`src/rtl/cfi_commit_monitor_if.sv`:
```
// Commit-stage types and the commit/exception bundle observed by cfi_commit_monitor.
// The package holds the minimal subset of core types the monitor needs.
package cfi_commit_pkg;

  typedef enum logic [3:0] {
    ADD, SUB, ANDL, ORL, XORL, SLL, SRL, JAL, JALR, BEQ, BNE, LD, SD
  } fu_op;

  localparam logic [63:0] BREAKPOINT = 64'd3;

  typedef struct packed {
    logic [63:0] cause;
    logic [63:0] tval;
    logic        valid;
  } exception_t;

  typedef struct packed {
    logic [63:0] pc;
    fu_op        op;
    logic [4:0]  rd;
    logic [4:0]  rs1;
    logic [63:0] result;
    logic        is_compressed;
    exception_t  ex;
  } scoreboard_entry_t;

endpackage

interface cfi_commit_monitor_if #(
  parameter int unsigned NR_COMMIT_PORTS = 2
);
  import cfi_commit_pkg::*;

  logic                                 flush_i;
  logic                                 en_i;
  logic              [NR_COMMIT_PORTS-1:0] commit_ack_i;
  scoreboard_entry_t [NR_COMMIT_PORTS-1:0] commit_instr_i;
  exception_t                           exception_o;
  logic              [4:0]              status_o;

  modport master (
    output flush_i, en_i, commit_ack_i, commit_instr_i,
    input  exception_o, status_o
  );

  modport slave (
    input  flush_i, en_i, commit_ack_i, commit_instr_i,
    output exception_o, status_o
  );

endinterface

```
`src/rtl/cfi_commit_monitor.sv`:
```
// Control-flow integrity monitor on the commit stage: call/return marker checks and,
// when CFI_SHADOW_STACK_EN is defined, a circular shadow stack checking return landings.
module cfi_commit_monitor
  import cfi_commit_pkg::*;
#(
  parameter int unsigned NR_COMMIT_PORTS = 2,
  parameter int unsigned SS_DEPTH        = 8,
  parameter fu_op        MARKER_OP       = ADD,
  parameter logic [4:0]  MARKER_RD       = 5'd0,
  parameter logic [4:0]  MARKER_RS1      = 5'd0,
  parameter logic [4:0]  MARKER_IMM_CALL = 5'h2,
  parameter logic [4:0]  MARKER_IMM_RET  = 5'h1
) (
  input logic                 clk_i,
  input logic                 rst_i,
  cfi_commit_monitor_if.slave mon
);

  if ((NR_COMMIT_PORTS < 1) || (NR_COMMIT_PORTS > 4) || (SS_DEPTH < 2) || (SS_DEPTH > 64) ||
      ((SS_DEPTH & (SS_DEPTH - 1)) != 0)) begin : g_bad_params
    $error("cfi_commit_monitor: NR_COMMIT_PORTS must be 1..4, SS_DEPTH a power of two 2..64");
  end

  typedef enum logic [1:0] {IDLE, WAIT_CALL_MK, WAIT_RET_MK} state_e;

  state_e     state_d, state_q;
  exception_t exc_d, exc_q;
  logic [4:0] status_d, status_q;

`ifdef CFI_SHADOW_STACK_EN
  localparam int unsigned PTR_W = $clog2(SS_DEPTH);
  localparam int unsigned CNT_W = $clog2(SS_DEPTH + 1);

  logic [63:0]      ss_mem_d [SS_DEPTH];
  logic [63:0]      ss_mem_q [SS_DEPTH];
  logic [PTR_W-1:0] wr_ptr_d, wr_ptr_q;
  logic [CNT_W-1:0] count_d, count_q;
  logic [63:0]      ret_tgt_d, ret_tgt_q;
  // Cleared when the pending return popped an empty stack: its landing goes unchecked.
  logic             ret_chk_d, ret_chk_q;
`endif

  always_comb begin
    logic in_stream, is_call, is_ret, is_mk_call, is_mk_ret, viol, reported;
    // NOTE: every *_d and local gets a value before any conditional use, so no latch is inferred.
    state_d     = state_q;
    exc_d       = '0;
    status_d    = status_q;
    status_d[0] = mon.en_i;
    in_stream   = 1'b1;
    reported    = 1'b0;
    is_call     = 1'b0;
    is_ret      = 1'b0;
    is_mk_call  = 1'b0;
    is_mk_ret   = 1'b0;
    viol        = 1'b0;
`ifdef CFI_SHADOW_STACK_EN
    ss_mem_d  = ss_mem_q;
    wr_ptr_d  = wr_ptr_q;
    count_d   = count_q;
    ret_tgt_d = ret_tgt_q;
    ret_chk_d = ret_chk_q;
`endif

    // NOTE: blocking assignments let each port see the state left behind by the port before it.
    for (int unsigned i = 0; i < NR_COMMIT_PORTS; i++) begin
      in_stream  = in_stream & mon.commit_ack_i[i];
      is_call    = ((mon.commit_instr_i[i].op == JAL) || (mon.commit_instr_i[i].op == JALR)) &&
                   (mon.commit_instr_i[i].rd != 5'd0);
      is_ret     = (mon.commit_instr_i[i].op == JALR) && (mon.commit_instr_i[i].rd == 5'd0) &&
                   (mon.commit_instr_i[i].rs1 == 5'd1);
      is_mk_call = (mon.commit_instr_i[i].op == MARKER_OP) && (mon.commit_instr_i[i].rd == MARKER_RD) &&
                   (mon.commit_instr_i[i].rs1 == MARKER_RS1) &&
                   (mon.commit_instr_i[i].result[4:0] == MARKER_IMM_CALL);
      is_mk_ret  = (mon.commit_instr_i[i].op == MARKER_OP) && (mon.commit_instr_i[i].rd == MARKER_RD) &&
                   (mon.commit_instr_i[i].rs1 == MARKER_RS1) &&
                   (mon.commit_instr_i[i].result[4:0] == MARKER_IMM_RET);
      viol       = 1'b0;

      if (in_stream && mon.commit_instr_i[i].ex.valid) begin
        state_d = IDLE;
      end else if (in_stream) begin
        case (state_d)
          WAIT_CALL_MK: begin
            if (!is_mk_call) begin
              viol        = 1'b1;
              status_d[1] = 1'b1;
            end
          end
          WAIT_RET_MK: begin
            if (!is_mk_ret) begin
              viol        = 1'b1;
              status_d[1] = 1'b1;
            end
`ifdef CFI_SHADOW_STACK_EN
            else if (ret_chk_d && (mon.commit_instr_i[i].pc != ret_tgt_d)) begin
              viol        = 1'b1;
              status_d[2] = 1'b1;
            end
`endif
          end
          default: ;
        endcase

        // The checked entry is then classified afresh, so a call here rearms the FSM.
        state_d = IDLE;
        if (is_call) begin
          state_d = WAIT_CALL_MK;
`ifdef CFI_SHADOW_STACK_EN
          ss_mem_d[wr_ptr_d] = mon.commit_instr_i[i].pc +
                               (mon.commit_instr_i[i].is_compressed ? 64'd2 : 64'd4);
          wr_ptr_d = wr_ptr_d + 1'b1;
          if (count_d == CNT_W'(SS_DEPTH)) begin
            status_d[3] = 1'b1;
          end else begin
            count_d = count_d + 1'b1;
          end
`endif
        end else if (is_ret) begin
          state_d = WAIT_RET_MK;
`ifdef CFI_SHADOW_STACK_EN
          if (count_d == '0) begin
            status_d[4] = 1'b1;
            ret_chk_d   = 1'b0;
          end else begin
            wr_ptr_d  = wr_ptr_d - 1'b1;
            ret_tgt_d = ss_mem_d[wr_ptr_d];
            count_d   = count_d - 1'b1;
            ret_chk_d = 1'b1;
          end
`endif
        end

        if (viol && mon.en_i && !reported) begin
          reported    = 1'b1;
          exc_d.valid = 1'b1;
          exc_d.cause = BREAKPOINT;
          exc_d.tval  = mon.commit_instr_i[i].pc;
          state_d     = IDLE;
        end
      end
    end

    if (mon.flush_i) begin
      state_d = IDLE;
    end
  end

  always_ff @(posedge clk_i) begin
    if (rst_i) begin
      state_q   <= IDLE;
      exc_q     <= '0;
      status_q  <= '0;
`ifdef CFI_SHADOW_STACK_EN
      wr_ptr_q  <= '0;
      count_q   <= '0;
      ret_tgt_q <= '0;
      ret_chk_q <= 1'b0;
`endif
    end else begin
      state_q   <= state_d;
      exc_q     <= exc_d;
      status_q  <= status_d;
`ifdef CFI_SHADOW_STACK_EN
      wr_ptr_q  <= wr_ptr_d;
      count_q   <= count_d;
      ret_tgt_q <= ret_tgt_d;
      ret_chk_q <= ret_chk_d;
`endif
    end
  end

`ifdef CFI_SHADOW_STACK_EN
  // NOTE: stack storage is deliberately not reset; count_q == 0 already marks every slot empty.
  always_ff @(posedge clk_i) begin
    ss_mem_q <= ss_mem_d;
  end
`endif

  assign mon.exception_o = exc_q;
  assign mon.status_o    = status_q;

endmodule

```
`src/flat_wrapper.sv`:
```
// flat-port wrapper written by rule: the top's interface ports become plain ports
module cfi_commit_monitor_flat import cfi_commit_pkg::*;
#(
  parameter int unsigned NR_COMMIT_PORTS = 2,
  parameter int unsigned SS_DEPTH        = 8,
  parameter fu_op        MARKER_OP       = ADD,
  parameter logic [4:0]  MARKER_RD       = 5'd0,
  parameter logic [4:0]  MARKER_RS1      = 5'd0,
  parameter logic [4:0]  MARKER_IMM_CALL = 5'h2,
  parameter logic [4:0]  MARKER_IMM_RET  = 5'h1
)
  (clk_i, rst_i, mon_flush_i, mon_en_i, mon_commit_ack_i, mon_commit_instr_i, mon_exception_o, mon_status_o);
  cfi_commit_monitor_if #(.NR_COMMIT_PORTS(NR_COMMIT_PORTS)) mon_i ();
  input logic clk_i;
  input logic rst_i;
  input wire logic [$bits(mon_i.flush_i)-1:0] mon_flush_i;
  input wire logic [$bits(mon_i.en_i)-1:0] mon_en_i;
  input wire logic [$bits(mon_i.commit_ack_i)-1:0] mon_commit_ack_i;
  input wire logic [$bits(mon_i.commit_instr_i)-1:0] mon_commit_instr_i;
  output wire logic [$bits(mon_i.exception_o)-1:0] mon_exception_o;
  output wire logic [$bits(mon_i.status_o)-1:0] mon_status_o;
  assign mon_i.flush_i = mon_flush_i;
  assign mon_i.en_i = mon_en_i;
  assign mon_i.commit_ack_i = mon_commit_ack_i;
  assign mon_i.commit_instr_i = mon_commit_instr_i;
  assign mon_exception_o = mon_i.exception_o;
  assign mon_status_o = mon_i.status_o;
  cfi_commit_monitor #(.NR_COMMIT_PORTS(NR_COMMIT_PORTS), .SS_DEPTH(SS_DEPTH), .MARKER_OP(MARKER_OP), .MARKER_RD(MARKER_RD), .MARKER_RS1(MARKER_RS1), .MARKER_IMM_CALL(MARKER_IMM_CALL), .MARKER_IMM_RET(MARKER_IMM_RET)) u_core (.clk_i(clk_i), .rst_i(rst_i), .mon(mon_i));
endmodule
```
`config.mk`:
```
export PLATFORM = sky130hd
export DESIGN_NAME = cfi_commit_monitor_flat
export DESIGN_NICKNAME = d
export VERILOG_FILES = /design/src/rtl/cfi_commit_monitor_if.sv /design/src/rtl/cfi_commit_monitor.sv /design/src/flat_wrapper.sv
export SDC_FILE = /design/constraint.sdc
export NUM_CORES = 1
export LEC_CHECK = 0
export CAP_MARGIN = 10
export CELL_PAD_IN_SITES_DETAIL_PLACEMENT = 1
export CELL_PAD_IN_SITES_GLOBAL_PLACEMENT = 2
export CORE_AREA = 4 4 266 268
export DETAILED_ROUTE_END_ITERATION = 10
export DIE_AREA = 0 0 270 272
export PLACE_DENSITY = 0.57
export SLEW_MARGIN = 20
export SYNTH_ARGS = -nofsm -noshare
export SYNTH_HDL_FRONTEND = slang
export SYNTH_SLANG_ARGS = --single-unit
export TNS_END_PERCENT = 30
```
`constraint.sdc`:
```
create_clock -name clk_i -period 3.9 [get_ports clk_i]
set_input_delay 1.17 -clock clk_i [delete_from_list [all_inputs] [get_ports clk_i]]
set_output_delay 1.17 -clock clk_i [all_outputs]
set_load 0.02 [all_outputs]
```
==> flow_summary.html <==
<table>
<tr><th>Metric</th><th>Value</th></tr>
<tr><th colspan="2">Status</th></tr>
<tr><td>Status</td><td>finished, violations left</td></tr>
<tr><td>Violations in the final reports</td><td>setup timing</td></tr>
<tr><th colspan="2">Routing</th></tr>
<tr><td>Remaining routing DRC violations</td><td>0</td></tr>
<tr><td>Iteration-0 DRC count of the detailed router</td><td>77</td></tr>
<tr><td>First-pass detailed-route iteration total</td><td>4</td></tr>
<tr><td>Post-detailed-route count of antenna-violating nets</td><td>0</td></tr>
<tr><td>Via count of the routed design</td><td>about 3,400</td></tr>
<tr><td>Via count normalized by instance count</td><td>approximately 2.2</td></tr>
<tr><td>WL per Instance</td><td>approximately 11 um</td></tr>
<tr><td>Final WL</td><td>16,300 um</td></tr>
<tr><th colspan="2">Die</th></tr>
<tr><td>I/O pins</td><td>around 680</td></tr>
<tr><td>Height of the die</td><td>approximately 270 um</td></tr>
<tr><td>Initial Utilization</td><td>5.18%</td></tr>
<tr><td>Std-Cell Rows</td><td>96</td></tr>
<tr><td>Floorplan core area</td><td>68,300 um2</td></tr>
<tr><td>Die area</td><td>~73,000 um2</td></tr>
<tr><td>X dimension of the die</td><td>roughly 270 um</td></tr>
<tr><th colspan="2">Clock tree</th></tr>
<tr><td>Clock latency on the worst-skew pair</td><td>0.38 ns</td></tr>
<tr><td>CTS tree</td><td>yes</td></tr>
<tr><td>Number of levels in the clock H-tree</td><td>3</td></tr>
<tr><td>Clock-pin slew of the registers on the worst-case setup and hold paths</td><td>0.08 ns</td></tr>
<tr><td>TritonCTS buffer count</td><td>9</td></tr>
<tr><td>Total number of clock tree sinks</td><td>slightly below 70</td></tr>
<tr><td>CTS max path bufs</td><td>2</td></tr>
<tr><td>Clock Root Buffer</td><td>clkbuf_16</td></tr>
<tr><th colspan="2">Power and ir drop</th></tr>
<tr><td>Tot Pwr</td><td>1.84 mW</td></tr>
<tr><td>Worst supply voltage drop on vdd</td><td>~0.17 mV</td></tr>
<tr><td>Part of the total power dissipated in combinational logic</td><td>~16%</td></tr>
<tr><td>Switching power share of the total</td><td>28.2%</td></tr>
<tr><td>P_leak</td><td>between 2 and 3 nW</td></tr>
<tr><td>Flop pwr share</td><td>a little under two fifths</td></tr>
<tr><td>Clock power frac</td><td>a little under half</td></tr>
<tr><td>Switching power summed over all nets</td><td>slightly above 500 uW</td></tr>
<tr><td>Pwr dens</td><td>243 nW/um2</td></tr>
<tr><td>Design internal power</td><td>1.32 mW</td></tr>
<tr><th colspan="2">Setup path</th></tr>
<tr><td>First element of the critical path</td><td>mon_commit_instr_i[198]</td></tr>
<tr><td>Critical path endpoint category</td><td>register</td></tr>
<tr><td>Highest net fanout along the worst path</td><td>8</td></tr>
<tr><td>Endpoint arrival time on the critical path</td><td>between 4 and 5 ns</td></tr>
<tr><td>Critical R2R Launch</td><td>u_core.state_q[0]$_SDFF_PP0_</td></tr>
<tr><td>Class of the most critical setup path</td><td>in2reg</td></tr>
<tr><td>Element type at the critical path start</td><td>input port</td></tr>
<tr><td>Critical path required time</td><td>between 4 and 5 ns</td></tr>
<tr><th colspan="2">Synthesis</th></tr>
<tr><td>Number of warnings issued by yosys</td><td>0</td></tr>
<tr><td>Ys async rst share</td><td>0%</td></tr>
<tr><td>#FFs+latches synth</td><td>between 60 and 70</td></tr>
<tr><td>Portion of synthesized cell area occupied by the leading cell type</td><td>39.0%</td></tr>
<tr><td>Synth Cell Area</td><td>roughly 3500 um2</td></tr>
<tr><td>Proportion of synthesized chip area in sequential cells</td><td>around 39%</td></tr>
<tr><td>Most used DFF post-synth</td><td>dfxtp_1</td></tr>
<tr><td>Cell types occupying the most area after synthesis</td><td>dfxtp_1, mux2i_1, buf_4</td></tr>
<tr><td>EDFF count, synth</td><td>0</td></tr>
<tr><td>Post-Syn Area per Cell</td><td>about 10 um2</td></tr>
<tr><td>Synthesized instance count</td><td>roughly 360</td></tr>
<tr><td>Library cell occupying the most area in the post-synthesis netlist</td><td>dfxtp_1</td></tr>
<tr><td>Library cells used by synthesis</td><td>41</td></tr>
<tr><th colspan="2">Timing</th></tr>
<tr><td>Final setup vio count</td><td>54</td></tr>
<tr><td>Setup repair after global routing missed its margin</td><td>true</td></tr>
<tr><td>Crit share post-route</td><td>102%</td></tr>
<tr><td>Final sum of negative setup slack</td><td>-2.93 ns</td></tr>
<tr><td>Final worst setup slack</td><td>-0.0858 ns</td></tr>
<tr><td>Final number of hold-violating endpoints</td><td>0</td></tr>
<tr><td>Post-layout minimum cycle time</td><td>between 3 and 4 ns</td></tr>
<tr><td>Skew final</td><td>0.0179 ns</td></tr>
<tr><td>Pins over their slew limit</td><td>0</td></tr>
<tr><td>Achievable Freq</td><td>roughly 250 MHz</td></tr>
<tr><th colspan="2">Layout</th></tr>
<tr><td>Area of the multi-input gates</td><td>between 1500 and 2000 um2</td></tr>
<tr><td>Number of nets in the layout</td><td>~1,200</td></tr>
<tr><td>Fraction of final layout cells sized beyond drive strength 1</td><td>roughly a quarter</td></tr>
<tr><td>Most used cells in the layout excluding fill and tap cells</td><td>clkdlybuf4s50_1, dfxtp_1, conb_1</td></tr>
<tr><td>Area of all placed cells without fillers</td><td>roughly 7600 um2</td></tr>
<tr><td>Antenna cells</td><td>0</td></tr>
<tr><td>Number of fill cells in the layout</td><td>about 8,000</td></tr>
<tr><td>Signed area change from the synthesized netlist to the final layout</td><td>114%</td></tr>
<tr><td>Area used by sequential logic in the layout</td><td>1380 um2</td></tr>
<tr><td>Most common cell after layout, fill and taps aside</td><td>clkdlybuf4s50_1</td></tr>
<tr><td>Utilization of the core after routing</td><td>approximately 11%</td></tr>
<tr><th colspan="2">Hold path</th></tr>
<tr><td>Worst hold path startpoint</td><td>u_core.state_q[0]$_SDFF_PP0_</td></tr>
<tr><td>Hold crit path type</td><td>reg2reg</td></tr>
<tr><th colspan="2">Global routing</th></tr>
<tr><td>Total grt overflow</td><td>0</td></tr>
<tr><td>Antenna violations before repair</td><td>1</td></tr>
<tr><td>Wire length of the first global-routing pass</td><td>approximately 23,000 um</td></tr>
<tr><td>Largest net degree at the start of global routing</td><td>16</td></tr>
<tr><td>Vias in the first global route</td><td>3,830</td></tr>
<tr><td>GRT Resource Usage Total</td><td>under 10%</td></tr>
<tr><th colspan="2">Placed design</th></tr>
<tr><td>Half-perimeter wire length after placement</td><td>between 10,000 and 15,000 um</td></tr>
<tr><td>Global placement routability congestion</td><td>between 0.7 and 0.8</td></tr>
<tr><td>I/O Buffers</td><td>roughly 240</td></tr>
<tr><td>Post-DP Area</td><td>~7000 um2</td></tr>
<tr><th colspan="2">Job</th></tr>
<tr><td>Max-Cap Viols</td><td>0</td></tr>
</table>
-- cell usage after synthesis, drive strengths merged (2+ instances only) --
master / instances
a211oi: 2
a21oi: 4
and2: 2
buf: 81
dfxtp: 69
ha: 4
inv: 6
mux2i: 64
nand2: 10
nand2b: 3
nand4: 2
nand4b: 4
nor2: 71
nor3: 8
nor3b: 3
nor4: 3
o2111ai: 2
o21ai: 4
or4: 2
-- cells by family (layout without fill, tap and decap cells) --
family | after synthesis | count (layout) | share of synthesized area [%]
and+or+nand+nor | 112 | 112 | 18.4
other | 1 | 65 | 0.106
DFF | 69 | 69 | 39.0
adders and majority gates | 4 | 4 | 1.41
muxes | 64 | 64 | 18.1
AOI/OAI and AO/OA | 18 | 18 | 3.75
buffers and inverters | 87 | 321 | 19.2
-- per-stage QoR --
stage | hold slack, ns | worst slack [ns] | std cells
global placement | 0.616 | -0.836 | 1501
global route | 0.683 | -0.226 | 1535
CTS | 0.657 | -0.0169 | 1535
finish | 0.654 | -0.0858 | 1535
floorplan | 0.492 | 0.0288 | 419
detailed placement | 0.647 | -0.831 | 1501
-- flip-flops by register name, summed over array words and instances, names as in the netlist --
register                cells
u_core.mon.exception_o     65
u_core.mon.status_o         2
u_core.state_q              2
-- repair_timing --
action,CTS,global route
hold buffers,0,0
cloned,2,1
gates resized for setup,50,28
setup endpoints to repair,66,65
setup buffers,17,2
pin swaps,28,26
-- worst max-delay path, cell delays in order --
cell,delay (ns)
buf_6,0.09
nor4_2,0.24
buf_4,0.16
nand4b_1,0.18
o2111ai_2,0.25
nand2_1,0.10
o31a_1,0.34
ha_2,0.19
nor2_2,0.10
a21oi_2,0.06
or4_4,0.51
and3b_4,0.21
o21ai_4,0.19
buf_12,0.19
clkbuf_16,0.18
nor2_2,0.04
-- routing by layer --
metal  track usage (%)  part of all wire, %  vias up  wire (um)
li1                  -                    -     1649          -
met1              5.08                   43     1536       7010
met2              6.94                   44      248       7240
met3              2.18                   11       11       1760
met4              1.71                  1.6        0        267
met5                 0                    0        -          0
-- path summary, 6_finish.rpt --
check / end / slack, ns / depth (start not counted)
setup / recovery: u_core.mon.exception_o[34]$_SDFF_PP0_ / -0.09 / 16
hold / removal: u_core.state_q[0]$_SDFF_PP0_ / 0.65 / 3
setup reg to reg: u_core.mon.exception_o[34]$_SDFF_PP0_ / 0.65 / 16
hold reg to reg: u_core.state_q[0]$_SDFF_PP0_ / 0.65 / 3
-- area by class of cell --
class | count | share of cell area, %
timing repair buffer | 299 | 39.2
clock buffer | 9 | 2.97
inverter | 6 | 0.297
sequential | 69 | 18.2
tap | 882 | 14.6
multi-input combinational | 263 | 24.0
clock inverter | 7 | 0.825
-- power by group through the flow --
stage / logic [mW] / clock network, mW / registers, mW
3_5_place_dp: 0.290 / 0 / 0.721
2_1_floorplan: 0.142 / 0 / 0.722
5_1_grt: 0.312 / 0.928 / 0.705
3_3_place_gp: 0.288 / 0 / 0.721
4_1_cts: 0.290 / 0.915 / 0.705
6_report: 0.290 / 0.844 / 0.705
Note: power is estimated with default switching activity, not from simulation.
